===== src/rtl/execute_order_dispatcher.sv =====
// Execute-order dispatcher: buffers exchange fill reports in a FIFO and issues them
// as single-cycle execute-order pulses with a minimum idle gap and a downstream hold.
// The stock-id output doubles as the inventory read index.
module execute_order_dispatcher #(
  parameter int unsigned NUM_STOCKS = 4,
  parameter int unsigned QTY_WIDTH  = 16,
  parameter int unsigned FIFO_DEPTH = 8,
  parameter int unsigned MIN_GAP    = 2,
  localparam int unsigned SW        = $clog2(NUM_STOCKS),
  localparam int unsigned CW        = $clog2(FIFO_DEPTH + 1)
) (
  input  logic                 i_clk,
  input  logic                 i_reset_n,
  input  logic                 i_fill_valid,
  output logic                 o_fill_ready,
  input  logic [SW-1:0]        i_fill_stock_id,
  input  logic [QTY_WIDTH-1:0] i_fill_quantity,
  input  logic                 i_fill_side,
  input  logic                 i_hold,
  output logic                 o_execute_order,
  output logic [SW-1:0]        o_stock_id,
  output logic [QTY_WIDTH-1:0] o_execute_order_quantity,
  output logic                 o_execute_order_side,
  output logic [CW-1:0]        o_fifo_count,
  output logic [15:0]          o_drop_count
);

  localparam int unsigned PW = $clog2(FIFO_DEPTH);
  localparam int unsigned GW = (MIN_GAP > 1) ? $clog2(MIN_GAP + 1) : 1;
  localparam int unsigned EW = SW + QTY_WIDTH + 1;
  localparam logic [GW-1:0] GapLoad = GW'(MIN_GAP);

  typedef enum logic [1:0] {StIdle, StIssue, StGap} state_e;

  state_e                 state_q;
  logic [GW-1:0]          gap_q;
  logic [EW-1:0]          mem_q [FIFO_DEPTH];
  logic [PW-1:0]          wr_ptr_q, rd_ptr_q;
  logic [CW-1:0]          count_q;
  logic [15:0]            drop_q;
  logic                   exec_q;
  logic [SW-1:0]          stock_q;
  logic [QTY_WIDTH-1:0]   qty_q;
  logic                   side_q;

  logic                   accept, push, pop, load_slot;
  logic [SW-1:0]          head_stock;
  logic [QTY_WIDTH-1:0]   head_qty;
  logic                   head_side;

  // Ready reflects the registered count only; a same-cycle pop never frees a slot.
  assign o_fill_ready = (count_q < CW'(FIFO_DEPTH));
  assign accept       = i_fill_valid && o_fill_ready;
  assign push         = accept && (i_fill_quantity != '0);

  // Edges on which the FSM may load a new entry: idle, the last gap edge, or the
  // issue edge itself when no gap is configured.
  assign load_slot = (state_q == StIdle) ||
                     ((state_q == StIssue) && (MIN_GAP == 0)) ||
                     ((state_q == StGap) && (gap_q == GW'(1)));
  assign pop       = load_slot && (count_q != '0) && !i_hold;

  assign {head_stock, head_qty, head_side} = mem_q[rd_ptr_q];

  assign o_execute_order          = exec_q;
  assign o_stock_id               = stock_q;
  assign o_execute_order_quantity = qty_q;
  assign o_execute_order_side     = side_q;
  assign o_fifo_count             = count_q;
  assign o_drop_count             = drop_q;

  // FIFO storage; contents need no reset since the pointers define validity.
  always_ff @(posedge i_clk) begin
    if (push) begin
      mem_q[wr_ptr_q] <= {i_fill_stock_id, i_fill_quantity, i_fill_side};
    end
  end

  // FIFO pointers and occupancy count.
  always_ff @(posedge i_clk or negedge i_reset_n) begin
    if (!i_reset_n) begin
      wr_ptr_q <= '0;
      rd_ptr_q <= '0;
      count_q  <= '0;
    end else begin
      if (push) wr_ptr_q <= wr_ptr_q + PW'(1);
      if (pop)  rd_ptr_q <= rd_ptr_q + PW'(1);
      case ({push, pop})
        2'b10:   count_q <= count_q + CW'(1);
        2'b01:   count_q <= count_q - CW'(1);
        default: count_q <= count_q;
      endcase
    end
  end

  // Saturating count of accepted zero-quantity fills.
  always_ff @(posedge i_clk or negedge i_reset_n) begin
    if (!i_reset_n) begin
      drop_q <= '0;
    end else if (accept && (i_fill_quantity == '0) && (drop_q != 16'hFFFF)) begin
      drop_q <= drop_q + 16'd1;
    end
  end

  // Issue FSM with registered pulse and held order fields.
  always_ff @(posedge i_clk or negedge i_reset_n) begin
    if (!i_reset_n) begin
      state_q <= StIdle;
      gap_q   <= '0;
      exec_q  <= 1'b0;
      stock_q <= '0;
      qty_q   <= '0;
      side_q  <= 1'b0;
    end else begin
      exec_q <= 1'b0;
      if (pop) begin
        exec_q  <= 1'b1;
        stock_q <= head_stock;
        qty_q   <= head_qty;
        side_q  <= head_side;
        state_q <= StIssue;
      end else begin
        unique case (state_q)
          StIdle: state_q <= StIdle;
          StIssue: begin
            if (MIN_GAP == 0) begin
              state_q <= StIdle;
            end else begin
              state_q <= StGap;
              gap_q   <= GapLoad;
            end
          end
          StGap: begin
            // Hold is ignored here; the gap always runs its full length.
            gap_q <= gap_q - GW'(1);
            if (gap_q == GW'(1)) state_q <= StIdle;
          end
          default: state_q <= StIdle;
        endcase
      end
    end
  end

endmodule

===== config.mk =====
export PLATFORM = sky130hd
export DESIGN_NAME = execute_order_dispatcher
export DESIGN_NICKNAME = d
export VERILOG_FILES = /design/src/rtl/execute_order_dispatcher.sv
export SDC_FILE = /design/constraint.sdc
export NUM_CORES = 1
export LEC_CHECK = 0
export CAP_MARGIN = 20
export CORE_MARGIN = 2
export CORE_UTILIZATION = 30
export CTS_BUF_LIST = sky130_fd_sc_hd__clkbuf_2
export DETAILED_ROUTE_END_ITERATION = 10
export DONT_BUFFER_PORTS = 1
export HOLD_SLACK_MARGIN = 0.15
export SLEW_MARGIN = 20
export SYNTH_ARGS = -nofsm -noshare
export SYNTH_HDL_FRONTEND = slang
export SYNTH_SLANG_ARGS = --single-unit

===== constraint.sdc =====
create_clock -name i_clk -period 4.2 [get_ports i_clk]
set_input_delay 0.42 -clock i_clk [delete_from_list [all_inputs] [get_ports i_clk]]
set_output_delay 0.42 -clock i_clk [all_outputs]
set_load 0.005 [all_outputs]

==> run summary <==
Status: complete, no violations
Comb power frac: 0.263
CP most frequent cell: ha_1
Syn Inst Count: 434
Post-synth top flop: edfxtp_1
Slowest CP cell: buf_4
Final Hold Fails: 0
Root Driver: clkbuf_2
Startpoint Class: flop
Final RePlAce weighted congestion: 0.704
Worst skew pair latency: 0.79 ns
Number of synthesized flops with an enable pin: 152
Initial DRC count: 184
Max clock buf depth: 3
Vias: 4,147
Max Freq: 376 MHz
Worst setup margin: 1.54 ns
Register-to-Register Path Depth: 10
Seq cells post-synth: 202
Initial Utilization: 0.306
Lkg Pwr: 3.37 nW
Pwr dens: 592 nW/um2
Post-CTS Resized: 0
Hold Slack: 0.252 ns
Synthesized cell area: 7960 um2
R2R Setup Slk: 1.54 ns
CP max FO: 46
Die Area: 27,900 um2
Clock power frac: 0.239
Worst VDD drop: 0.234 mV
Max-slew violation count: 0
Initial antenna violation count: 0
Io pins: 64
Hold Path Depth: 4
Crit Reg-Reg Endpoint: o_fifo_count[3]
Die height: 167 um
DR DRC count: 0
CTS sink cnt: 202
Core area: 26,100 um2
Hold wc startpoint: i_fill_quantity[13]
Maximum number of pins on one net before global-route repair: 47
Gr ovfl total: 0
P_sw: 1.76 mW
Slew @ Worst Pin: 0.670 ns
DIE WIDTH: 167 um
Post-synth top area cell: edfxtp_1
Row count: 59
Post-route ant nets: 0
Post-CTS setup buffer count: 0
Max-slew headroom: 0.553
Post-layout min period: 2.66 ns
FFs w/ async S/R, synth: 0.248
ANT cells: 0
Setup CP Type: reg -> reg
Detailed placer's ending HPWL: 9590 um
Required @ worst endpoint: 4.84 ns
RSZ-0062 raised after global routing: false
Cell-internal power: 3.67 mW
Vias in the first global route: 4,472
First-pass GRT wire length: 26,000 um
Drt via density: 4.68
Finish-stage setup viols: 0
Setup TNS: 0 ns
Part of the cycle the worst path needs: 0.634
Crit path largest cell delay: 0.48 ns
CTS Buf Count: 52
Mean Syn Cell Area: 18.3 um2
Clock Skew: 0.0618 ns
# fillers: 2,470
Sequential share of the synthesized area: 0.730
FF-to-FF Start: state_q[0]
Total Routing Usage GR: 0.122
Routed WL per cell: 18.9 um
Final Total Pwr: 5.43 mW
Critical Path AT: 3.30 ns
Most frequent cells in the layout: 152 x edfxtp_1, 82 x clkbuf_2, 49 x dfrtp_1, 38 x nor2_1, 38 x mux4_2
Synth top area cells: edfxtp_1 57%, dfrtp_1 16%, mux4_2 11%
Area delta synth->final: 15.1%
Final nets: 542
Port buffer count: 0
Top-area cell type share of the netlist area: 0.573
Hold buffer count at CTS: 25
Worst-path cell chain: inv_1, ha_1, a21oi_1, a211oi_4, buf_4, ha_1, mux2i_1, a222oi_1, nor2_1, xnor2_1
Commonest non-fill, non-tap cell in the layout: edfxtp_1
Drt total wl: 16,700 um
CTS tree: yes
Type of the tightest min-delay check: in -> reg
Power share of the sequential group: 0.498
H-tree Lvls: 2
Sw Ratio: 0.324
CTS clk-pin slew, worst paths: 0.10 ns
DR pass1 iterations: 4
Synth Warn #: 0
CP endpoint kind: flop
Worst Hold Path EP: wr_ptr_q[0]
Number of max-cap violations: 0
Pre-CTS WS: 1.45 ns
Share of cells above drive strength 1: 0.276
Distinct cell type count after synthesis: 35
Mapped Nets: 467
-- worst max-delay path by stage --
stage,startpoint,endpoint,slack [ns]
after floorplan,i_fill_quantity[11],mem_q[0][0],1.31
after global placement,i_fill_quantity[1],o_fifo_count[2],1.50
after detailed placement,i_fill_quantity[1],o_fifo_count[2],1.45
after CTS,state_q[0],o_fifo_count[3],1.54
after global routing,state_q[0],o_fifo_count[3],1.35
final,state_q[0],o_fifo_count[3],1.54
-- layer usage --
layer | wire (um) | global-route usage | vias to the layer above
met5 | 0 | 0 | -
met4 | 303 | 0.0487 | 0
met3 | 1390 | 0.0456 | 30
met2 | 8400 | 0.205 | 144
met1 | 6630 | 0.141 | 2106
li1 | - | - | 1867
-- sequential cells by signal, summed over array words and instances, names as in the netlist, 2 cells and up --
register / count
o_stock_id: 2
rd_ptr_q: 3
o_execute_order_quantity: 16
wr_ptr_q: 3
o_drop_count: 16
mem_q: 152
gap_q: 2
o_fifo_count: 4
state_q: 2
-- cell usage after synthesis, types with 3 or more instances --
master / n
buf_2: 7
nand2b_1: 4
nor3_1: 6
mux2i_1: 21
and4_1: 3
a21oi_1: 22
nand3_1: 5
xnor2_1: 5
clkbuf_1: 5
dfrtp_1: 50
mux4_2: 38
edfxtp_1: 152
inv_1: 6
nor2_1: 38
xor2_1: 19
mux2_2: 5
nor4_1: 5
ha_1: 10
nand2_1: 15
-- critical path, delay by kind of cell, from the launching register on --
family	cells	cell delay [ns]
flops	1	0.40
mux	1	0.10
buf+inv	2	0.58
compound gates	3	0.75
simple gates	1	0.09
xor+xnor	1	0.14
fa+ha+maj	2	0.51
-- cells by family after synthesis --
kind of cell | count (synthesis) | share of synthesized area
flip-flops | 202 | 0.730
buffers and inverters | 22 | 0.0134
XOR/XNOR | 24 | 0.0264
multiplexers | 64 | 0.141
AO/OA/AOI/OAI | 26 | 0.0182
AND/OR/NAND/NOR | 86 | 0.0550
adder cells (fa/ha/maj) | 10 | 0.0157
-- stage by stage --
step | utilization | instances | cell area [um2]
3_3_place_gp | 0.323 | 765 | 8410
4_1_cts | 0.352 | 886 | 9170
2_1_floorplan | - | 434 | 7960
3_5_place_dp | 0.323 | 765 | 8410
5_1_grt | 0.352 | 886 | 9170
6_report | 0.352 | 886 | 9170
-- power by group through the flow --
stage | clock [mW] | combinational [mW] | sequential [mW]
floorplan | 0 | 1.16 | 2.62
global placement | 0 | 1.36 | 2.75
detailed placement | 0 | 1.40 | 2.76
CTS | 1.36 | 1.46 | 2.72
global route | 1.46 | 1.57 | 2.75
finish | 1.30 | 1.43 | 2.70
-- area by class of cell --
type	count	area, um2	area share
flip-flops and latches	202	5820	0.635
multi-input cells	210	2060	0.225
well taps	335	419	0.0457
clock buffers	82	410	0.0448
repair buffers	37	375	0.0409
clock inverters	14	65.1	0.00710
inverters	6	22.5	0.00246
No activity file was read; power rests on OpenSTA's default activity.
